File: config.mk
export PLATFORM = sky130hd
export DESIGN_NAME = round_robin_arbiter
export DESIGN_NICKNAME = d
export VERILOG_FILES = /design/src/rtl/round_robin_arbiter.sv
export SDC_FILE = /design/constraint.sdc
export NUM_CORES = 1
export LEC_CHECK = 0
export CORE_AREA = 2 2 39 41
export CTS_BUF_LIST = sky130_fd_sc_hd__clkbuf_4 sky130_fd_sc_hd__clkbuf_8
export CTS_CLUSTER_DIAMETER = 60
export DETAILED_ROUTE_END_ITERATION = 16
export DIE_AREA = 0 0 41 43
export PLACE_DENSITY = 0.77
export SYNTH_ARGS = -nofsm -noshare
export SYNTH_HDL_FRONTEND = slang
export SYNTH_HIERARCHICAL = 1
export SYNTH_SLANG_ARGS = --single-unit
File: constraint.sdc
create_clock -name i_clock -period 4.3 [get_ports i_clock]
set_input_delay 0.645 -clock i_clock [delete_from_list [all_inputs] [get_ports i_clock]]
set_output_delay 0.645 -clock i_clock [all_outputs]
set_load 0.005 [all_outputs]
File: src/rtl/round_robin_arbiter.sv
// ---------------------------------------------------------------------------
// round_robin_arbiter
//
// Shares one downstream resource between WIDTH requesters with round-robin
// fairness. The grant is registered and held until the owner releases it
// (explicitly via i_release, or implicitly by dropping its request), so the
// winner owns the resource for a multi-cycle transaction. On release the
// arbiter re-arbitrates in the same cycle, so back-to-back grants have no
// idle bubble.
//
// Optional feature (compile-time macro ROUND_ROBIN_ARBITER_TIMEOUT_EN):
//   When defined, a grant held for MAX_HOLD busy cycles without a release is
//   force-released through the normal re-arbitration path, and o_timeout
//   pulses for one cycle. When undefined, no counter is built and o_timeout
//   is constant 0.
//
// Parameters:
//   WIDTH     number of requesters (>= 2)
//   MAX_HOLD  maximum busy cycles per grant (timeout build only, >= 1)
//
// Ports:
//   i_clock      clock, rising edge
//   i_reset      synchronous active-high reset
//   i_req        request vector, bit n = requester n
//   i_release    current owner finished (ignored while idle)
//   o_grant      registered one-hot grant, zero when idle
//   o_grant_idx  binary index of the o_grant bit, zero when idle
//   o_busy       high while o_grant is non-zero
//   o_timeout    one-cycle pulse after a forced release
// ---------------------------------------------------------------------------

// Isolates the lowest set bit of a vector.
//   vec     input vector
//   onehot  lowest set bit of vec, zero when vec is zero
//   any     high when vec is non-zero
module onehot_priority_encoder #(
    parameter int unsigned WIDTH = 4
) (
    input  logic [WIDTH-1:0] vec,
    output logic [WIDTH-1:0] onehot,
    output logic             any
);

    // Two's-complement trick: vec & -vec keeps only the lowest set bit.
    assign onehot = vec & (~vec + WIDTH'(1));
    assign any    = |vec;

endmodule

module round_robin_arbiter #(
    parameter int unsigned WIDTH    = 4,
    parameter int unsigned MAX_HOLD = 16
) (
    input  logic                     i_clock,
    input  logic                     i_reset,
    input  logic [WIDTH-1:0]         i_req,
    input  logic                     i_release,
    output logic [WIDTH-1:0]         o_grant,
    output logic [$clog2(WIDTH)-1:0] o_grant_idx,
    output logic                     o_busy,
    output logic                     o_timeout
);

    localparam int unsigned IDXW = $clog2(WIDTH);

    typedef enum logic [0:0] {
        StIdle,
        StGrant
    } state_e;

    state_e            state_q, state_d;
    logic [WIDTH-1:0]  grant_q, grant_d;
    logic [IDXW-1:0]   idx_q, idx_d;
    logic [IDXW-1:0]   ptr_q, ptr_d;
    logic              timeout_q, timeout_d;

    logic              busy;
    logic              owner_drop;
    logic              normal_rel;
    logic              force_rel;
    logic              release_any;
    logic              grant_load;

    logic [IDXW-1:0]   pick_ptr;
    logic [WIDTH-1:0]  mask;
    logic [WIDTH-1:0]  masked_req;
    logic [WIDTH-1:0]  masked_oh;
    logic              masked_any;
    logic [WIDTH-1:0]  raw_oh;
    logic              raw_any;
    logic [WIDTH-1:0]  pick;
    logic [IDXW-1:0]   pick_idx;

    function automatic logic [IDXW-1:0] to_idx(input logic [WIDTH-1:0] oh);
        logic [IDXW-1:0] idx;
        idx = '0;
        for (int i = 0; i < int'(WIDTH); i++) begin
            if (oh[i]) begin
                idx = idx | IDXW'(i);
            end
        end
        return idx;
    endfunction

    // ------------------------------------------------------------------
    // Release detection
    // ------------------------------------------------------------------
    assign busy        = |grant_q;
    assign owner_drop  = ~|(i_req & grant_q);
    assign normal_rel  = busy & (i_release | owner_drop);
    assign release_any = normal_rel | force_rel;
    assign grant_load  = ((state_q == StIdle) && (|i_req)) || release_any;

    // ------------------------------------------------------------------
    // Arbitration: while a grant is being released, the outgoing owner
    // becomes the pointer so it ends up lowest priority for this pick.
    // ------------------------------------------------------------------
    assign pick_ptr = (state_q == StGrant) ? idx_q : ptr_q;

    always_comb begin
        mask = '0;
        for (int i = 0; i < int'(WIDTH); i++) begin
            mask[i] = (IDXW'(i) > pick_ptr);
        end
    end

    assign masked_req = i_req & mask;

    onehot_priority_encoder #(
        .WIDTH (WIDTH)
    ) u_enc_masked (
        .vec    (masked_req),
        .onehot (masked_oh),
        .any    (masked_any)
    );

    onehot_priority_encoder #(
        .WIDTH (WIDTH)
    ) u_enc_raw (
        .vec    (i_req),
        .onehot (raw_oh),
        .any    (raw_any)
    );

    assign pick     = masked_any ? masked_oh : raw_oh;
    assign pick_idx = to_idx(pick);

    // ------------------------------------------------------------------
    // Optional hold-time limit
    // ------------------------------------------------------------------
`ifdef ROUND_ROBIN_ARBITER_TIMEOUT_EN
    localparam int unsigned HOLDW = (MAX_HOLD > 1) ? $clog2(MAX_HOLD) : 1;

    // hold_q counts busy cycles already completed for the current grant, so
    // the MAX_HOLD-th busy cycle is the one where hold_q == MAX_HOLD-1.
    logic [HOLDW-1:0] hold_q, hold_d;

    always_comb begin
        hold_d = hold_q;
        if (grant_load) begin
            hold_d = '0;
        end else if (busy) begin
            hold_d = hold_q + 1'b1;
        end
    end

    always_ff @(posedge i_clock) begin
        if (i_reset) begin
            hold_q <= '0;
        end else begin
            hold_q <= hold_d;
        end
    end

    assign force_rel = busy && (hold_q == HOLDW'(MAX_HOLD - 1));
`else
    logic unused_max_hold;
    assign unused_max_hold = ^MAX_HOLD;
    assign force_rel       = 1'b0;
`endif

    // ------------------------------------------------------------------
    // Next-state logic
    // ------------------------------------------------------------------
    always_comb begin
        state_d   = state_q;
        grant_d   = grant_q;
        idx_d     = idx_q;
        ptr_d     = ptr_q;
        timeout_d = 1'b0;

        unique case (state_q)
            StIdle: begin
                if (raw_any) begin
                    grant_d = pick;
                    idx_d   = pick_idx;
                    state_d = StGrant;
                end
            end
            StGrant: begin
                if (release_any) begin
                    ptr_d   = idx_q;
                    grant_d = pick;
                    idx_d   = pick_idx;
                    state_d = raw_any ? StGrant : StIdle;
                    // A normal release in the same cycle wins over the timeout.
                    timeout_d = force_rel & ~normal_rel;
                end
            end
            default: begin
                state_d = StIdle;
                grant_d = '0;
                idx_d   = '0;
            end
        endcase
    end

    always_ff @(posedge i_clock) begin
        if (i_reset) begin
            state_q   <= StIdle;
            grant_q   <= '0;
            idx_q     <= '0;
            ptr_q     <= IDXW'(WIDTH - 1);
            timeout_q <= 1'b0;
        end else begin
            state_q   <= state_d;
            grant_q   <= grant_d;
            idx_q     <= idx_d;
            ptr_q     <= ptr_d;
            timeout_q <= timeout_d;
        end
    end

    assign o_grant     = grant_q;
    assign o_grant_idx = idx_q;
    assign o_busy      = busy;
    assign o_timeout   = timeout_q;

endmodule

# Yosys cells after proc, flatten, opt, wreduce, memory -nomap -nowiden
# Cells that the tools add are included.
[totals]
register_bits = 9
out_inout_bits = 8
in_bits = 7
[op_classes]
reduce_logical = 7
n_eq_ne = 2
magnitude_cmp = 4
bitwise_logic = 9
add_sub_neg = 2
muxes = 14
[ops]
columns = ["cell", "n"]
rows = [
  ["4-bit bitwise AND", 4],
  ["4-bit OR reduction", 4],
  ["4-bit two-way mux", 3],
  ["2-bit two-way mux", 5],
  ["4-bit by 1-bit adder with 4-bit output (second input constant)", 2],
  ["4-bit inverter", 2],
  ["4-bit one-hot mux with 2 select lines", 1],
  ["1-bit by 2-bit > comparator with 1-bit output (first input constant)", 2],
  ["2-bit > comparator (first input constant)", 2],
  ["2-bit one-hot mux with 2 select lines", 1],
  ["2-bit AND reduction", 2],
  ["1-bit two-way mux", 3],
  ["2-bit by 1-bit != test with 1-bit output (second input constant)", 1],
  ["2-bit != test (second input constant)", 1],
  ["1-bit one-hot mux with 2 select lines", 1],
  ["1-bit bitwise AND", 1],
  ["1-bit zero test", 1],
  ["1-bit inverter", 1],
  ["1-bit OR", 1],
]

# Depth between registers and ports, before layout
# Gate-level depths: netlist of the first run.
[depth]
depth_word = 12
mapped_depth = 9

# Modules after synthesis
# Netlist of the first run, hierarchy kept.
[modules_own_cells]
columns = ["mod", "cells_per_inst", "instances", "seq_area_each_um2", "area_each_um2"]
rows = [
  ["round_robin_arbiter", 64, 1, 180.2, 553.0],
  ["onehot_priority_encoder", 5, 2, 0.0, 40.0],
]

# Worst setup path after synthesis of the first run
# Ideal clock, no wire load.
[synth_path]
kind = "flip-flop to flip-flop"
start = "register state_q"
end = "register idx_q[0] (netlist: o_grant_idx[0])"
setup_time_ps = 129
stages_incl_launch_ff = 10
path_slack_ps = 2277
arrival_ps = 1895
path_cell_list = "dfxtp_1 clkbuf_1 nor3_1 a21oi_1 nor2b_1 or4_1 buf_1 nor3_1 a211o_1 mux2i_1"
[synth_lines]
columns = ["element", "line_no", "source"]
rows = [
  ["start: declaration", "71", "state_e state_q, state_d;"],
  ["start signal: assignment", "220", "state_q <= StIdle;"],
  ["start signal: assignment", "226", "state_q <= state_d;"],
  ["2-bit two-way mux *", "118", "assign pick_ptr = (state_q == StGrant) ? idx_q : ptr_q;"],
  ["1-bit by 2-bit > comparator with 1-bit output *", "123", "mask[i] = (IDXW'(i) > pick_ptr);"],
  ["4-bit bitwise AND *", "127", "assign masked_req = i_req & mask;"],
  ["named net masked_req[1]", "86", "logic [WIDTH-1:0] masked_req;"],
  ["4-bit OR reduction *", "46", "assign any = |vec;"],
  ["named net masked_any", "88", "logic masked_any;"],
  ["4-bit two-way mux *", "145", "assign pick = masked_any ? masked_oh : raw_oh;"],
  ["1-bit two-way mux", "98", "if (oh[i]) begin"],
  ["2-bit two-way mux", "98", ""],
  ["2-bit two-way mux *", "98", ""],
  ["2-bit two-way mux, on equally long branches", "201, 194", ""],
  ["2-bit one-hot mux with 2 select lines *", "192", "unique case (state_q)"],
  ["end signal: assignment", "228", "idx_q <= idx_d;"],
  ["end: declaration", "73", "logic [IDXW-1:0] idx_q, idx_d;"],
]
# Mark *: on every way through the listed nets, which the timed path passes. The rest lies on a longest branch. The select of a mux whose other input is x is not followed.
# A chain may end at the register's enable or synchronous reset.

# Worst setup path in the final report of the first run
[layout_path]
start = "input port i_req[1]"
end = "register idx_q[0] (netlist: o_grant_idx[0])"
[layout_lines]
columns = ["element", "line_no", "source"]
rows = [
  ["start: declaration", "56", "input logic [WIDTH-1:0] i_req,"],
  ["4-bit bitwise AND *", "127", ""],
  ["named net masked_req[1]", "86", ""],
  ["4-bit OR reduction *", "46", ""],
  ["named net masked_any", "88", ""],
  ["4-bit two-way mux *", "145", ""],
  ["1-bit two-way mux", "98", ""],
  ["2-bit two-way mux", "98", ""],
  ["2-bit two-way mux *", "98", ""],
  ["2-bit two-way mux, on equally long branches", "201, 194", ""],
  ["2-bit one-hot mux with 2 select lines *", "192", ""],
]
# Marked as above.

==> results of run 1 <==
sequential cells by signal, indices dropped and copies added, names as in the netlist:
name and flops:
o_grant 4, ptr_q 2, state_q 1, o_grant_idx 2
worst paths after layout:
| path | cells after the start | startpoint | slack (ns) | end |
|---|---|---|---|---|
| hold / removal | 2 | ptr_q[0]$_SDFFE_PP1P_ | 0.53 | ptr_q[0]$_SDFFE_PP1P_ |
| setup reg to reg | 7 | state_q$_SDFF_PP0_ | 2.13 | o_grant_idx[0]$_SDFFE_PP0P_ |
| setup / recovery | 6 | i_req[1] | 1.95 | o_grant_idx[0]$_SDFFE_PP0P_ |
| hold reg to reg | 2 | ptr_q[0]$_SDFFE_PP1P_ | 0.53 | ptr_q[0]$_SDFFE_PP1P_ |
cell usage in the layout (no fill, tap or decap):
| cell | synthesis | layout |
|---|---|---|
| a21oi_1 | 2 | 2 |
| clkbuf_4 | 0 | 4 |
| a221oi_1 | 4 | 4 |
| conb_1 | 1 | 6 |
| and2b_2 | 2 | 2 |
| or4_1 | 2 | 2 |
| nor4b_1 | 2 | 2 |
| and2_1 | 1 | 1 |
| a211oi_1 | 4 | 4 |
| nand2b_1 | 2 | 2 |
| nor2b_1 | 1 | 1 |
| nor3_1 | 3 | 3 |
| nand3_1 | 1 | 1 |
| o22ai_2 | 1 | 1 |
| inv_1 | 2 | 2 |
| and2_4 | 1 | 1 |
| dfxtp_1 | 9 | 9 |
| mux2i_1 | 9 | 9 |
| a21o_1 | 1 | 1 |
| nand2_1 | 2 | 2 |
| a211o_1 | 2 | 2 |
| clkdlybuf4s50_1 | 0 | 13 |
| nor3b_1 | 2 | 2 |
| or4_4 | 1 | 1 |
| o211a_1 | 1 | 1 |
| a311oi_1 | 1 | 1 |
| nor2_1 | 9 | 9 |
| a22oi_1 | 2 | 2 |
cells by family (layout without fill, tap and decap cells):
kind of cell | count (synthesis) | in the layout | synth area share
buf+inv | 8 | 19 | 0.06522
flops | 9 | 9 | 0.2846
mux | 9 | 9 | 0.1423
simple gates | 29 | 29 | 0.2707
compound gates | 18 | 18 | 0.2312
other cells | 1 | 6 | 0.005923
layout make-up:
| class | instances | area (sq um) | area share |
|---|---|---|---|
| multi-input cells | 62 | 430.4 | 0.5392 |
| flip-flops and latches | 9 | 180.2 | 0.2257 |
| repair buffers | 13 | 130.1 | 0.1630 |
| clock buffers | 4 | 30.03 | 0.03762 |
| well taps | 16 | 20.02 | 0.02508 |
| inverters | 2 | 7.507 | 0.009404 |
layer usage:
| metal | vias up | track usage | share of wire |
|---|---|---|---|
| met5 | - | 0 | 0 |
| met4 | 0 | 0.1000 | 0.019 |
| met3 | 4 | 0.04712 | 0.045 |
| met2 | 19 | 0.2469 | 0.44 |
| met1 | 286 | 0.2395 | 0.49 |
| li1 | 303 | - | - |
power by group through the flow:
stage / logic, mW / registers, mW / clock network (mW)
2_1_floorplan: 0.0652 / 0.107 / 0
3_3_place_gp: 0.0959 / 0.110 / 0
3_5_place_dp: 0.0977 / 0.110 / 0
4_1_cts: 0.0980 / 0.108 / 0.0727
5_1_grt: 0.106 / 0.110 / 0.0800
6_report: 0.0982 / 0.109 / 0.0720
stage by stage:
stage | power [mW] | hold slack (ns)
after floorplan | 0.1718 | 0.5008
after global placement | 0.2059 | 0.5136
after detailed placement | 0.2079 | 0.5246
after CTS | 0.2792 | 0.5336
after global routing | 0.2961 | 0.5810
final | 0.2787 | 0.5300
tightest hold or removal path, stage by stage (launching register included):
cell	delay, ns
dfxtp_1	0.33
nor2_1	0.10
mux2i_1	0.06
==> impl_metrics.yaml, run 1 <==
die:
  start_util: 0.4575
  die_x_microns: 41
  coreArea_sq_um: 1384
  rows: 14
  dieArea_sq_um: 1763
  die_height_microns: 43
  ios: 15
run_status:
  outcome: "completed"
cts:
  cts_tree: "built"
  post_cts_resize_count: 0
  post_cts_buffers: 0
  clockRootBuffer: "clkbuf_4"
  clock_path_buffers: 2
  cts_made_buffers: 3
  path_clk_slew_ns: 0.06
  clk_latency_ns: 0.25
  htreeDepth: 1
  clkSinkCount: 9
  holdBufCountCts: 0
power:
  p_leak_nw: 0.3392
  power.share.sequential: 0.389
  power_switching_mw: 0.08667
  p_comb_frac: 0.352
  pwr-share-clk: 0.258
  peakVddDrop_mv: 0.1618
  intPower_mw: 0.1920
  cellPowerDensity_nw_per_um2: 349.1
  switching_share: 0.3110
synth:
  synth_common_cells: "dfxtp_1 (9), mux2i_1 (9), nor2_1 (9)"
  synth_cell_type_count: 29
  ys_warn_count: 6
  avgSynthCellArea_sq_um: 8.556
  syn_inst: 74
  synth_seq_area_share: 0.2846
  async_flop_share: 0
  synth_edf_count: 0
  syn_area_sq_um: 633.1
  yosys-top-cells-area: "dfxtp_1 (28%), mux2i_1 (14%), a221oi_1 (5.5%)"
  synth_top_area_cell: "dfxtp_1"
  synthFlopType: "dfxtp_1"
  yosysTopAreaCellShare: 0.2846
  ys_ff_latch: 9
finish:
  finalNonFillerCells: 106
  area_growth_pct: 26.09
  stdcell_area_sq_um: 798.3
  num_antenna_cells: 0
  fin_util: 0.5769
  nNetsFinal: 98
  fillerInstances: 131
  drive_above_1_share: 0.1000
global_routing:
  grt_pass1_vias: 499
  gr-total-overflow: 0
  antenna_found_initial: 0
  track_usage: 0.1781
  grt_pass1_wl_microns: 2090
  grt_max_degree: 14
placement:
  port_buffers: 13
  pre_cts_slack_ns: 1.678
  place_inst: 102
  place.detailed.hpwl_microns: 1084
  placedInstanceArea_sq_um: 768.2
  gp_congestion: 0.8122
sta:
  slew_headroom: 0.6203
  worst_slack_ns: 1.952
  post-route-min-period_ns: 2.348
  grt_setup_unrepaired: "false"
  fmax_ghz: 0.4259
  worstMarginPinSlew_ns: 0.5616
  setup_viol: 0
  fin_skew_ns: 0.001033
  hold_viol_final: 0
  setup_tns_ns: 0
  report.final.slew_viol_count: 0
  period_share: 0.5461
setup_path:
  critical_path.startpoint_type: "primary input"
  required_ns: 4.43
  cp-end-kind: "flip-flop"
  path_max_fanout: 8
  slowest_stage: "or4_1"
  arrival_ns: 2.48
  crit_family: "simple AND/OR/NAND/NOR gates"
  path_class: "in2reg"
  worst-path-buf-inv: 1
  crit_path_cell_trace: "clkdlybuf4s50_1 -> nor2b_1 -> or4_1 -> nor3_1 -> a211o_1 -> mux2i_1"
  critPathMaxStageDelay_ns: 0.69
hold_path:
  holdCritPathClass: "reg2reg"
routing:
  drt_iter0_drc: 21
  wl_per_cell_microns: 13.10
  drt-pass1-iter-count: 4
  via_per_inst: 5.774
  ant_nets: 0
  drt_wl_total_microns: 1389
  dr_total_vias: 612
  drc_errors: 0
flow_run:
  max_cap_viol_count: 0
Power figures use the tool's default switching activity.
==> run 2, diff against run 1 <==
Settings changed: CORE_AREA 2 2 39 41 to default, CORE_MARGIN from default to 2, CORE_UTILIZATION from default to 45, DIE_AREA 0 0 41 43 to default, PLACE_DENSITY 0.77 to 0.76.
Clock period 4.3 ns to 2.15 ns, I/O delays scaled along.
==> impl_metrics.yaml, run 2 (same netlist as run 1, synthesis figures left out) <==
hold_path:
  holdCritPathClass: "reg2reg"
run_status:
  outcome: "completed"
placement:
  pre_cts_slack_ns: -0.06212
  placedInstanceArea_sq_um: 827.0
  place.detailed.hpwl_microns: 1194
  gp_congestion: 0.7718
  port_buffers: 13
sta:
  worstMarginPinSlew_ns: 0.5163
  grt_setup_unrepaired: "false"
  setup_viol: 0
  slew_headroom: 0.6509
  report.final.slew_viol_count: 0
  worst_slack_ns: 0.2010
  hold_viol_final: 0
  post-route-min-period_ns: 1.949
  fin_skew_ns: 0.003691
  period_share: 0.9065
  fmax_ghz: 0.5131
routing:
  via_per_inst: 5.619
  wl_per_cell_microns: 13.52
  drc_errors: 0
  ant_nets: 0
  dr_total_vias: 635
  drt_wl_total_microns: 1528
  drt-pass1-iter-count: 4
  drt_iter0_drc: 8
power:
  p_comb_frac: 0.382
  cellPowerDensity_nw_per_um2: 671.1
  pwr-share-clk: 0.246
  peakVddDrop_mv: 0.2756
  power_mw: 0.5777
  p_leak_nw: 0.3803
  intPower_mw: 0.3997
  switching_share: 0.3082
  power_switching_mw: 0.1780
  power.share.sequential: 0.372
finish:
  num_antenna_cells: 0
  stdcell_area_sq_um: 860.8
  largest_reg_flops: 4
  layout_common_cells: "clkdlybuf4s50_1 (13), mux2i_1 (9), nor2_1 (9), dfxtp_1 (9), buf_4 (8)"
  mostFrequentLayoutCell: "clkdlybuf4s50_1"
  area_growth_pct: 35.97
  nNetsFinal: 106
  drive_above_1_share: 0.1837
cts:
  cts_tree: "built"
  clkSinkCount: 9
  clk_latency_ns: 0.26
  cts_made_buffers: 3
  path_clk_slew_ns: 0.06
  holdBufCountCts: 0
  clockRootBuffer: "clkbuf_4"
  clock_path_buffers: 2
  post_cts_buffers: 0
  htreeDepth: 1
die:
  start_util: 0.4865
  rows: 13
  die_x_microns: 41.51
  coreArea_sq_um: 1301
  die_height_microns: 41.51
  dieArea_sq_um: 1723
  ios: 15
global_routing:
  antenna_found_initial: 0
  grt_max_degree: 14
  gr-total-overflow: 0
  grt_pass1_wl_microns: 2546
  grt_pass1_vias: 602
  track_usage: 0.1876
setup_path:
  arrival_ns: 1.63
  crit_family: "simple AND/OR/NAND/NOR gates"
  critical_path.startpoint_type: "flip-flop"
  slowest_stage: "or4_4"
  cp-end-kind: "output pin"
  critPathMaxStageDelay_ns: 0.57
  crit_path_cell_trace: "or4_4 -> clkdlybuf4s50_1"
  required_ns: 1.83
  path_max_fanout: 4
  worst-path-buf-inv: 1
  path_class: "reg2out"
flow_run:
  max_cap_viol_count: 0
run 2: area by class of cell:
type                    instances  area, sq um
fillers                       121        440.4
multi-input cells              62        434.2
repair buffers                 21        190.2
flip-flops and latches          9        180.2
clock buffers                   4        30.03
well taps                      15        18.77
inverters                       2        7.507
run 2: timing repair:
action                                  4_1_cts  5_1_grt
resized for setup                             0        1
hold endpoints to repair                      0        0
endpoints found under the setup margin        0        1
run 2: tightest hold or removal path, cell delays in order, from the launching register on:
cell and delay [ns]:
dfxtp_1 0.33, nor2_1 0.10, mux2i_1 0.06
run 2: per-layer routing:
layer | global-route usage | up-vias | part of all wire
met3 | 0.04348 | 2 | 0.029
met5 | 0 | - | 0
met4 | 0.05806 | 0 | 0.0092
li1 | - | 320 | -
met2 | 0.3125 | 13 | 0.48
met1 | 0.2380 | 300 | 0.48
run 2: power by group through the flow:
stage	registers [mW]	clock network (mW)	logic, mW
after CTS	0.214	0.147	0.217
after detailed placement	0.218	0	0.216
after global routing	0.219	0.154	0.239
after global placement	0.217	0	0.212
final	0.215	0.142	0.221
after floorplan	0.213	0	0.130
run 2: final timing paths:
| kind | startpoint | end | slack, ns | depth (start not counted) |
|---|---|---|---|---|
| worst max register to register | state_q$_SDFF_PP0_ | o_grant_idx[0]$_SDFFE_PP0P_ | 0.22 | 7 |
| worst min register to register | ptr_q[0]$_SDFFE_PP1P_ | ptr_q[0]$_SDFFE_PP1P_ | 0.54 | 2 |
| worst min-delay path | ptr_q[0]$_SDFFE_PP1P_ | ptr_q[0]$_SDFFE_PP1P_ | 0.54 | 2 |
| worst max-delay path | o_grant[3]$_SDFFE_PP0P_ | o_busy | 0.20 | 2 |
run 2: stage by stage:
step | hold slack (ns) | util | setup TNS [ns] | instances
2_1_floorplan | 0.4970 | - | 0 | 79
3_3_place_gp | 0.5170 | 0.6356 | -0.009142 | 109
3_5_place_dp | 0.5261 | 0.6356 | -0.06831 | 109
4_1_cts | 0.5356 | 0.6587 | 0 | 113
5_1_grt | 0.5697 | 0.6615 | 0 | 113
6_report | 0.5393 | 0.6615 | 0 | 113
==> run 3, diff against run 2 <==
Settings changed: CORE_ASPECT_RATIO from default to 0.8, CORE_UTILIZATION 45 to 39, PLACE_DENSITY 0.76 to 0.68.
==> impl_metrics.yaml, run 3 (same netlist as run 1, synthesis figures left out) <==
die:
  die_x_microns: 49.05
  start_util: 0.4347
  die_height_microns: 40.04
  dieArea_sq_um: 1964
  ios: 15
  coreArea_sq_um: 1456
  rows: 12
finish:
  multi_input_area_sq_um: 434.2
  num_antenna_cells: 0
  drive_above_1_share: 0.1667
  nNetsFinal: 104
  mostFrequentLayoutCell: "clkdlybuf4s50_1"
  area_growth_pct: 34.78
  largest_reg_flops: 4
  layout_common_cells: "clkdlybuf4s50_1 (13), mux2i_1 (9), nor2_1 (9), dfxtp_1 (9)"
  fillerInstances: 142
  register_area_sq_um: 180.2
cts:
  post_cts_buffers: 0
  clk_latency_ns: 0.27
  clock_path_buffers: 2
  clockRootBuffer: "clkbuf_4"
  holdBufCountCts: 0
  htreeDepth: 1
  cts_made_buffers: 3
  post_cts_resize_count: 0
  path_clk_slew_ns: 0.07
  clkSinkCount: 9
  cts_tree: "built"
sta:
  worstMarginPinSlew_ns: 0.5268
  hold_ws_ns: 0.5283
  setup_tns_ns: 0
  hold_viol_final: 0
  fmax_ghz: 0.5103
  slew_headroom: 0.6439
  worst_slack_ns: 0.1904
  period_share: 0.9114
  setup_viol: 0
  report.final.slew_viol_count: 0
  post-route-min-period_ns: 1.960
  fin_skew_ns: 0.007970
  grt_setup_unrepaired: "false"
global_routing:
  grt_pass1_wl_microns: 2373
  antenna_found_initial: 0
  track_usage: 0.1710
  gr-total-overflow: 0
  grt_pass1_vias: 555
  grt_max_degree: 14
setup_path:
  slowest_stage: "or4_4"
  crit_path_cell_trace: "nor2_1 -> a21oi_1 -> nor2b_1 -> or4_4 -> nor3_1 -> a211o_1 -> mux2i_1"
  cp-end-kind: "flip-flop"
  crit-reg2reg-launch: "o_grant_idx[1]$_SDFFE_PP0P_"
  critical_path.startpoint_type: "flip-flop"
  arrival_ns: 2.11
  required_ns: 2.30
  critPathMaxStageDelay_ns: 0.60
  path_class: "reg2reg"
  path_max_fanout: 8
  setup.worst_path.start: "o_grant_idx[1]$_SDFFE_PP0P_"
power:
  cellPowerDensity_nw_per_um2: 675.7
  peakVddDrop_mv: 0.3113
  p_leak_nw: 0.3703
routing:
  drt_wl_total_microns: 1465
  drt_iter0_drc: 12
  dr_total_vias: 639
  via_per_inst: 5.462
  wl_per_cell_microns: 12.52
  drc_errors: 0
  ant_nets: 0
  drt-pass1-iter-count: 4
run_status:
  outcome: "completed"
placement:
  port_buffers: 13
  place.detailed.hpwl_microns: 1141
  pre_cts_slack_ns: -0.02355
  gp_congestion: 0.8068
flow_run:
  max_cap_viol_count: 0
hold_path:
  holdCritPathClass: "reg2reg"
  hp-start: "ptr_q[0]$_SDFFE_PP1P_"
-- run 3: critical path, delay by kind of cell (launching register included) --
kind,cells,cell delay [ns]
AND/OR/NAND/NOR,4,1.01
flip-flops,1,0.44
AO/OA/AOI/OAI,2,0.33
multiplexers,1,0.06
-- run 3: final timing paths --
check | to | slack [ns] | cells after the start
worst min-delay path | ptr_q[0]$_SDFFE_PP1P_ | 0.53 | 2
worst min register to register | ptr_q[0]$_SDFFE_PP1P_ | 0.53 | 2
worst max register to register | o_grant_idx[0]$_SDFFE_PP0P_ | 0.19 | 7
worst max-delay path | o_grant_idx[0]$_SDFFE_PP0P_ | 0.19 | 7
-- run 3: area by class of cell --
| cell class | instances | share of cell area |
|---|---|---|
| Inverter | 2 | 0.008798 |
| Multi-Input combinational cell | 62 | 0.5088 |
| Timing Repair Buffer | 19 | 0.2053 |
| Tap cell | 21 | 0.03079 |
| Sequential cell | 9 | 0.2111 |
| Clock buffer | 4 | 0.03519 |
-- run 3: through the flow --
stage | cells | total power, mW | instance area, sq um | utilization
after CTS | 117 | 0.5791 | 849.6 | 0.5833
after detailed placement | 113 | 0.4276 | 819.5 | 0.5627
after floorplan | 79 | 0.3437 | 651.9 | -
final | 117 | 0.5766 | 853.3 | 0.5859
after global routing | 117 | 0.6143 | 853.3 | 0.5859
after global placement | 113 | 0.4273 | 819.5 | 0.5627
-- run 3: power by group --
group          internal [mW]  switching (mW)
Combinational          0.122          0.0933
Clock                 0.0843          0.0638
Sequential             0.190          0.0233
-- run 3: routing by layer --
| metal | vias to the layer above | part of all wire | GRT usage |
|---|---|---|---|
| met2 | 21 | 0.45 | 0.2774 |
| li1 | 317 | - | - |
| met5 | - | 0 | 0 |
| met1 | 299 | 0.48 | 0.2084 |
| met3 | 2 | 0.061 | 0.05970 |
| met4 | 0 | 0.0055 | 0.08571 |
